File: src/rtl/sirv_uarttx_arb_if.sv
// Handshake bundle between producer ports, the UART TX arbiter and the transmitter byte input.
// master = producer/transmitter side, slave = arbiter side.
interface sirv_uarttx_arb_if #(
  parameter int unsigned N_REQ = 4,
  parameter int unsigned GW    = $clog2(N_REQ),
  parameter int unsigned TMO_W = 8
);
  logic                 en;
  logic [TMO_W-1:0]     tmo_cycles;
  logic [N_REQ-1:0]     req_valid;
  logic [8*N_REQ-1:0]   req_bits;
  logic [N_REQ-1:0]     req_last;
  logic [N_REQ-1:0]     req_ready;
  logic                 tx_valid;
  logic [7:0]           tx_bits;
  logic                 tx_ready;
  logic                 locked;
  logic [GW-1:0]        grant_id;
  logic                 tmo_err;

  modport master (
    output en, tmo_cycles, req_valid, req_bits, req_last, tx_ready,
    input  req_ready, tx_valid, tx_bits, locked, grant_id, tmo_err
  );

  modport slave (
    input  en, tmo_cycles, req_valid, req_bits, req_last, tx_ready,
    output req_ready, tx_valid, tx_bits, locked, grant_id, tmo_err
  );
endinterface

File: src/rtl/sirv_uarttx_arb.sv
// Round-robin, message-locking arbiter sharing one UART TX byte path between N_REQ producers.
// The owner keeps the transmitter until its last byte; a watchdog releases a stalled owner.
module sirv_uarttx_arb #(
  parameter int unsigned N_REQ = 4,
  parameter int unsigned GW    = $clog2(N_REQ),
  parameter int unsigned TMO_W = 8
) (
  input logic               clk,
  input logic               rst_n,
  sirv_uarttx_arb_if.slave  bus
);

  typedef enum logic [0:0] {StIdle, StLocked} state_e;

  state_e           state_q, state_d;
  logic [GW-1:0]    grant_q, grant_d;
  logic [GW-1:0]    ptr_q, ptr_d;
  logic [TMO_W-1:0] cnt_q, cnt_d;
  logic             tx_valid_q, tx_valid_d;
  logic [7:0]       tx_bits_q, tx_bits_d;
  logic             tmo_err_q, tmo_err_d;

  logic             pick_found;
  logic [GW-1:0]    pick_idx;
  logic [GW-1:0]    grant_inc;
  logic [TMO_W-1:0] cnt_inc;
  logic             own_ready;
  logic             accept;
  logic             stalled;
  logic [7:0]       own_byte;

  // First valid requester at or after the round-robin pointer, wrapping.
  always_comb begin
    int unsigned   cand;
    logic [GW-1:0] sel;
    pick_found = 1'b0;
    pick_idx   = '0;
    cand       = 0;
    sel        = '0;
    for (int unsigned i = 0; i < N_REQ; i++) begin
      cand = 32'(ptr_q) + i;
      if (cand >= N_REQ) cand = cand - N_REQ;
      sel = GW'(cand);
      if (!pick_found && bus.req_valid[sel]) begin
        pick_found = 1'b1;
        pick_idx   = sel;
      end
    end
  end

  assign grant_inc = (grant_q == GW'(N_REQ - 1)) ? '0 : grant_q + 1'b1;
  assign cnt_inc   = (cnt_q == '1) ? cnt_q : cnt_q + 1'b1;
  assign own_ready = ~tx_valid_q | bus.tx_ready;
  assign accept    = (state_q == StLocked) & own_ready & bus.req_valid[grant_q];
  // A transmitter-side stall is not charged to the owner.
  assign stalled   = tx_valid_q & ~bus.tx_ready;
  assign own_byte  = bus.req_bits[{grant_q, 3'b000} +: 8];

  always_comb begin
    bus.req_ready = '0;
    if (state_q == StLocked && own_ready) bus.req_ready[grant_q] = 1'b1;
  end

  always_comb begin
    state_d    = state_q;
    grant_d    = grant_q;
    ptr_d      = ptr_q;
    cnt_d      = cnt_q;
    tmo_err_d  = 1'b0;
    tx_valid_d = tx_valid_q;
    tx_bits_d  = tx_bits_q;

    // One-entry output buffer: drain and refill in the same cycle keeps 1 byte/cycle.
    if (accept) begin
      tx_valid_d = 1'b1;
      tx_bits_d  = own_byte;
    end else if (tx_valid_q && bus.tx_ready) begin
      tx_valid_d = 1'b0;
    end

    unique case (state_q)
      StIdle: begin
        if (bus.en && pick_found) begin
          state_d = StLocked;
          grant_d = pick_idx;
          cnt_d   = '0;
        end
      end
      StLocked: begin
        if (accept) begin
          cnt_d = '0;
          if (bus.req_last[grant_q]) begin
            state_d = StIdle;
            ptr_d   = grant_inc;
          end
        end else if (!stalled) begin
          cnt_d = cnt_inc;
          if (bus.tmo_cycles != '0 && cnt_inc == bus.tmo_cycles) begin
            state_d   = StIdle;
            ptr_d     = grant_inc;
            tmo_err_d = 1'b1;
          end
        end
      end
      default: state_d = StIdle;
    endcase
  end

  always_ff @(posedge clk or negedge rst_n) begin
    if (!rst_n) begin
      state_q    <= StIdle;
      grant_q    <= '0;
      ptr_q      <= '0;
      cnt_q      <= '0;
      tx_valid_q <= 1'b0;
      tx_bits_q  <= '0;
      tmo_err_q  <= 1'b0;
    end else begin
      state_q    <= state_d;
      grant_q    <= grant_d;
      ptr_q      <= ptr_d;
      cnt_q      <= cnt_d;
      tx_valid_q <= tx_valid_d;
      tx_bits_q  <= tx_bits_d;
      tmo_err_q  <= tmo_err_d;
    end
  end

  assign bus.tx_valid = tx_valid_q;
  assign bus.tx_bits  = tx_bits_q;
  assign bus.locked   = (state_q == StLocked);
  assign bus.grant_id = grant_q;
  assign bus.tmo_err  = tmo_err_q;

endmodule

File: src/flat_wrapper.sv
// flat-port wrapper written by rule: the top's interface ports become plain ports
module sirv_uarttx_arb_flat 
#(
  parameter int unsigned N_REQ = 4,
  parameter int unsigned GW    = $clog2(N_REQ),
  parameter int unsigned TMO_W = 8
)
  (clk, rst_n, bus_en, bus_tmo_cycles, bus_req_valid, bus_req_bits, bus_req_last, bus_tx_ready, bus_req_ready, bus_tx_valid, bus_tx_bits, bus_locked, bus_grant_id, bus_tmo_err);
  sirv_uarttx_arb_if #(.N_REQ(N_REQ), .GW(GW), .TMO_W(TMO_W)) bus_i ();
  input logic clk;
  input logic rst_n;
  input wire logic [$bits(bus_i.en)-1:0] bus_en;
  input wire logic [$bits(bus_i.tmo_cycles)-1:0] bus_tmo_cycles;
  input wire logic [$bits(bus_i.req_valid)-1:0] bus_req_valid;
  input wire logic [$bits(bus_i.req_bits)-1:0] bus_req_bits;
  input wire logic [$bits(bus_i.req_last)-1:0] bus_req_last;
  input wire logic [$bits(bus_i.tx_ready)-1:0] bus_tx_ready;
  output wire logic [$bits(bus_i.req_ready)-1:0] bus_req_ready;
  output wire logic [$bits(bus_i.tx_valid)-1:0] bus_tx_valid;
  output wire logic [$bits(bus_i.tx_bits)-1:0] bus_tx_bits;
  output wire logic [$bits(bus_i.locked)-1:0] bus_locked;
  output wire logic [$bits(bus_i.grant_id)-1:0] bus_grant_id;
  output wire logic [$bits(bus_i.tmo_err)-1:0] bus_tmo_err;
  assign bus_i.en = bus_en;
  assign bus_i.tmo_cycles = bus_tmo_cycles;
  assign bus_i.req_valid = bus_req_valid;
  assign bus_i.req_bits = bus_req_bits;
  assign bus_i.req_last = bus_req_last;
  assign bus_i.tx_ready = bus_tx_ready;
  assign bus_req_ready = bus_i.req_ready;
  assign bus_tx_valid = bus_i.tx_valid;
  assign bus_tx_bits = bus_i.tx_bits;
  assign bus_locked = bus_i.locked;
  assign bus_grant_id = bus_i.grant_id;
  assign bus_tmo_err = bus_i.tmo_err;
  sirv_uarttx_arb #(.N_REQ(N_REQ), .GW(GW), .TMO_W(TMO_W)) u_core (.clk(clk), .rst_n(rst_n), .bus(bus_i));
endmodule
File: config.mk
export PLATFORM = sky130hd
export DESIGN_NAME = sirv_uarttx_arb_flat
export DESIGN_NICKNAME = d
export VERILOG_FILES = /design/src/rtl/sirv_uarttx_arb_if.sv /design/src/rtl/sirv_uarttx_arb.sv /design/src/flat_wrapper.sv
export SDC_FILE = /design/constraint.sdc
export NUM_CORES = 1
export LEC_CHECK = 0
export ABC_AREA = 1
export CAP_MARGIN = 20
export CORE_AREA = 4 4 85 87
export CTS_CLUSTER_DIAMETER = 30
export DETAILED_ROUTE_END_ITERATION = 12
export DIE_AREA = 0 0 89 91
export MAX_ROUTING_LAYER = met4
export PLACE_DENSITY = 0.64
export SLEW_MARGIN = 0
export SYNTH_ARGS = -nofsm -noshare
export SYNTH_HDL_FRONTEND = slang
export SYNTH_SLANG_ARGS = --single-unit
export TNS_END_PERCENT = 20
File: constraint.sdc
create_clock -name clk -period 2.57 [get_ports clk]
set_clock_uncertainty 0.1 [all_clocks]
set_input_delay 0.6425 -clock clk [delete_from_list [all_inputs] [get_ports clk]]
set_output_delay 0.6425 -clock clk [all_outputs]
set_load 0.05 [all_outputs]
======== Word level (Yosys, flattened, before mapping) ========
Index checks and enable logic that the tools add are counted.
operators by class
  add/subtract/negate cells ............... 9
  order comparisons ....................... 10
  equal/unequal tests ..................... 7
  shifts and indexed selects .............. 1
  muxes and demuxes ....................... 49
  bitwise operators ....................... 7
  reductions and logical operators ........ 17
operator list
  operator                                                                             number
  8-bit two-way mux                                                                    4
  32-bit by 6-bit variable part select with 8-bit output                               1
  2-bit two-way mux                                                                    13
  1-bit two-way mux                                                                    22
  8-bit case mux with 2 select lines                                                   1
  2-bit by 3-bit less-than comparator with 1-bit output, second input constant         5
  1-bit binary-select mux with 2-bit select                                            6
  3-bit greater-or-equal comparator, second input constant                             3
  8-bit by 1-bit adder with 8-bit output, second input constant                        1
  8-bit == test                                                                        1
  8-bit == test, second input constant                                                 1
  1-bit logical AND                                                                    8
  8-bit nonzero test                                                                   1
  2-bit by 1-bit subtractor with 2-bit output, second input constant                   4
  2-bit by 2-bit adder with 3-bit output, second input constant                        2
  4-bit two-way mux                                                                    1
  2-bit by 1-bit inequality test with 1-bit output, second input constant              2
  2-bit AND reduction                                                                  2
  4-bit AND reduction                                                                  1
  2-bit nonzero test                                                                   2
  2-bit by 1-bit adder with 3-bit output, second input constant                        1
  1-bit AND                                                                            3
  2-bit by 3-bit greater-or-equal comparator with 1-bit output, second input constant  1
  1-bit logical NOT                                                                    3
  9 further kinds                                                                      11
storage, ports and cells
  register bits ........................... 23
  input port bits ......................... 52
  output and inout bits ................... 17
  logic and storage cells ................. 107

======== Longest topological paths before layout ========
  depth in word-level cells ............... 17
  gate-level depth with buffers ........... 16
  depth with buffers taken out ............ 16

======== Least setup slack after synthesis ========
OpenSTA, ideal clock, no wires.
  path kind ............................... register -> output
  from .................................... register u_core.grant_q[0], in the netlist u_core.bus.grant_id[0]
  to ...................................... output port bus_req_ready[2]
  arrival ................................. 2.202 ns
  data required time ...................... 1.827 ns
  slack ................................... -0.375 ns
  cell stages (with the launch flop) ...... 7
  buffers on the path ..................... 2
  cells stage by stage .................... dfrtp_1 -> inv_1 -> clkbuf_1 -> clkbuf_1 -> ha_1 -> inv_1 -> nor2_1
between the ends
  cells in the longest elaborated chain, start to end .. 5
  elaborated cells between the ends (all ways) .. 6
  classes of those cells .................. order compare (2); mux (3); reduce/logical (1)
ends and longest elaborated chain
  element                                                                                                                                                      line                    text
  start: declaration                                                                                                                                           sirv_uarttx_arb.sv:16   logic [GW-1:0] grant_q, grant_d;
  start signal: assignment                                                                                                                                     sirv_uarttx_arb.sv:120  grant_q <= grant_d;
  2-bit by 3-bit less-than comparator with 1-bit output (implied by the code) or 2-bit by 1-bit greater-or-equal comparator with 1-bit output (tied branches)  sirv_uarttx_arb.sv:61   if (state_q == StLocked && own_ready) bus.req_ready[grant_q] = 1'b1;
  1-bit logical AND (implied by the code)                                                                                                                      sirv_uarttx_arb.sv:61
  1-bit two-way mux (implied by the code)                                                                                                                      sirv_uarttx_arb.sv:61
  1-bit demux with 2-bit select *                                                                                                                              -
  4-bit two-way mux *                                                                                                                                          sirv_uarttx_arb.sv:61
  end: declaration                                                                                                                                             flat_wrapper.sv:18      output wire logic [$bits(bus_i.req_ready)-1:0] bus_req_ready;
Mark *: on every way between the ends. The rest lies on a longest branch, timed or not.

======== Final worst setup path ========
  from .................................... input port bus_tx_ready
  to ...................................... output port bus_req_ready[3]
between the ends
  cells in the longest elaborated chain, start to end .. 3
ends and longest elaborated chain
  element             line                   text
  start: declaration  flat_wrapper.sv:17     input wire logic [$bits(bus_i.tx_ready)-1:0] bus_tx_ready;
  1-bit bitwise OR    sirv_uarttx_arb.sv:53  assign own_ready = ~tx_valid_q | bus.tx_ready;
  1-bit logical AND   sirv_uarttx_arb.sv:61
  4-bit two-way mux   sirv_uarttx_arb.sv:61
No other way between the ends.

==> results.sh <==
export IMPL_post_route_period_util=0.9626
export IMPL_synth_edff_count=0
export IMPL_clk_path_buf_depth=2
export IMPL_grt_pass1_wl_mm=9.777
export IMPL_rows=29
export IMPL_cts_buffers=3
export IMPL_final_area_mm2=0.002909
export IMPL_dieWidth_um=89
export IMPL_dp_hpwl_mm=4.868
export IMPL_ys_warnings_count=0
export IMPL_n_antenna_cell=0
export IMPL_dieArea_mm2=0.008099
export IMPL_antenna_left=0
export IMPL_fin_nets=434
export IMPL_r2r_start="u_core.cnt_q[0]$_DFFE_PN0P_"
export IMPL_power_density_mw_per_mm2=1040
export IMPL_synth_area_mm2=0.002018
export IMPL_synth_main_ff_cell="dfrtp_1"
export IMPL_maxSlewViolCount=0
export IMPL_ys_types=30
export IMPL_internal_power_uw=1437
export IMPL_wire_per_inst_um=12.94
export IMPL_cp_max_fo=5
export IMPL_fin_util=0.4581
export IMPL_initialDrtViolationCount=90
export IMPL_critPathBufInv=3
export IMPL_power_frac_comb=0.727
export IMPL_cp_top_family="buffers and inverters"
export IMPL_grt_start_max_net_pins=25
export IMPL_track_usage=0.1524
export IMPL_start_util=0.3178
export IMPL_crit_start="bus_tx_ready"
export IMPL_cts_tree="yes"
export IMPL_mostFrequentLayoutCells="67 x nand2_1, 62 x clkdlybuf4s50_1, 39 x inv_1"
export IMPL_layout_drive_gt1_share=0.1543
export IMPL_slowest_stage="clkdlybuf4s50_1"
export IMPL_place_area_mm2=0.002860
export IMPL_status="finished, final reports clean"
export IMPL_cp_cell_sequence="clkdlybuf4s50_1 > nor2_1 > nor2_1 > inv_1 > nor2_2 > buf_12"
export IMPL_finalWeightedCongestion=0.8443
export IMPL_cap_violations=0
export IMPL_ir_drop_v=0.0007998
export IMPL_dr_pass1_iters=4
export IMPL_cts_root_buf="clkbuf_8"
export IMPL_critPathLaunchType="input port"
export IMPL_cts_sinks=23
export IMPL_synth_fp_nets=361
export IMPL_syn_area_per_cell_um2=6.639
export IMPL_switchingPower_uw=1588
export IMPL_dr_total_vias=2204
export IMPL_hold_viol=0
export IMPL_netSwitchingFraction=0.5249
export IMPL_port_buffers=68
export IMPL_worstPathArrival_ps=1730
export IMPL_fmax_mhz=404.2
export IMPL_leakage_uw=0.001354
export IMPL_slowest_delay_ps=450
export IMPL_rsz0062_at_grt="no"
export IMPL_via_per_inst=4.865
export IMPL_clk_latency_ps=260
export IMPL_hp_class="reg -> reg"
export IMPL_holdCritStartpoint="u_core.bus.tx_bits[4]$_DFFE_PN0P_"
export IMPL_final_common_cell="nand2_1"
export IMPL_synth_seq_cells=23
export IMPL_maxSlewHeadroom=0.6364
export IMPL_worst_slew_pin_slew_ps=543.8
export IMPL_holdWs_ps=411.4
export IMPL_syn_inst=304
export IMPL_h_tree_depth=1
export IMPL_worst_setup_path_end_kind="primary output"
export IMPL_setup_violations=0
export IMPL_antenna_found_initial=0
export IMPL_die_h_um=91
export IMPL_ys_seq_area_frac=0.2852
export IMPL_ys_async_sr_fraction=1.000
export IMPL_grt_ovfl_total=0
export IMPL_grt_pass1_vias=2146
export IMPL_clkPwrFrac=0.072
export IMPL_drc_errors=0
export IMPL_io_pins=69
export IMPL_syn2layout_area_growth_pct=44.14
export IMPL_finalWirelength_mm=5.864
export IMPL_required_ps=1830
export IMPL_path_clk_slew_ps=70
export IMPL_finalCriticalPeriod_ps=2474
export IMPL_cpMostUsedCell="nor2_1"
export IMPL_critical_path_class="in -> out"
export IMPL_power_frac_seq=0.202
export IMPL_core_area_mm2=0.006350
[final timing paths]
check	endpoint	slack (ps)	cells after the start
hold reg to reg	u_core.bus.tx_bits[4]$_DFFE_PN0P_	410	1
max in group asynchronous	u_core.cnt_q[0]$_DFFE_PN0P_	1500	2
min in group asynchronous	u_core.bus.grant_id[1]$_DFFE_PN0P_	630	2
setup reg to reg	u_core.ptr_q[0]$_DFFE_PN0P_	320	16
setup / recovery	bus_req_ready[3]	100	6
hold / removal	u_core.bus.tx_bits[4]$_DFFE_PN0P_	410	1
[registers in the layout, summed over array words and instances, names as in the netlist]
| name | cells |
|---|---|
| u_core.bus.tmo_err | 1 |
| u_core.bus.locked | 1 |
| u_core.cnt_q | 8 |
| u_core.bus.grant_id | 2 |
| u_core.bus.tx_bits | 8 |
| u_core.bus.tx_valid | 1 |
| u_core.ptr_q | 2 |
[per-layer routing]
metal / track usage / up-vias / share of wire
met5: - / - / 0
met4: 0.03474 / 0 / 0.017
met3: 0.01810 / 8 / 0.027
met2: 0.2624 / 37 / 0.53
met1: 0.1891 / 1024 / 0.43
li1: - / 1135 / -
[power groups by stage]
| stage | logic (uW) | registers (uW) | clock network, uW |
|---|---|---|---|
| 6_report | 2200 | 609 | 218 |
| 3_5_place_dp | 2200 | 617 | 0 |
| 4_1_cts | 2210 | 610 | 230 |
| 3_3_place_gp | 2170 | 615 | 0 |
| 2_1_floorplan | 1220 | 927 | 0 |
| 5_1_grt | 2390 | 631 | 252 |
[cell families after synthesis]
family | synth area share
flip-flops | 0.2852
AND/OR/NAND/NOR | 0.3577
buffers and inverters | 0.1091
adder cells (fa/ha/maj) | 0.03100
multiplexers | 0.04464
XOR/XNOR | 0.01240
AO/OA/AOI/OAI | 0.1599
[layout make-up]
class,count,area (um^2)
fillers,648,3441
flip-flops and latches,23,575.6
well taps,77,96.34
repair buffers,77,783.3
inverters,44,165.2
clock buffers,3,41.29
multi-input cells,228,1242
clock inverters,1,5.005
[Yosys cell counts (all sizes together) (2+ instances only)]
cell type	count	area share
nand3	29	0.077
o22ai	9	0.028
nand2	73	0.15
and2	2	0.0074
o21ai	39	0.11
nor2	44	0.093
o211ai	3	0.011
nand4	6	0.019
nor3	4	0.0099
clkbuf	5	0.0093
mux2	8	0.045
inv	44	0.082
a21oi	3	0.0074
ha	5	0.031
dfrtp	23	0.29
buf	4	0.018
[repair_timing]
action	4_1_cts	5_1_grt
hold buffers	0	0
buffers inserted	0	0
gates resized for setup	0	1
setup endpoints to repair	0	1
[per-stage QoR]
step | total power [uW] | cells | setup WS, ps | setup TNS (ps)
5_1_grt | 3277 | 453 | 26.76 | 0
6_report | 3024 | 453 | 96.09 | 0
3_3_place_gp | 2790 | 449 | 54.20 | 0
3_5_place_dp | 2820 | 449 | 39.20 | 0
4_1_cts | 3048 | 453 | 36.01 | 0
2_1_floorplan | 2151 | 304 | -19.64 | -36.87
Note: power is estimated with default switching activity, not from simulation.
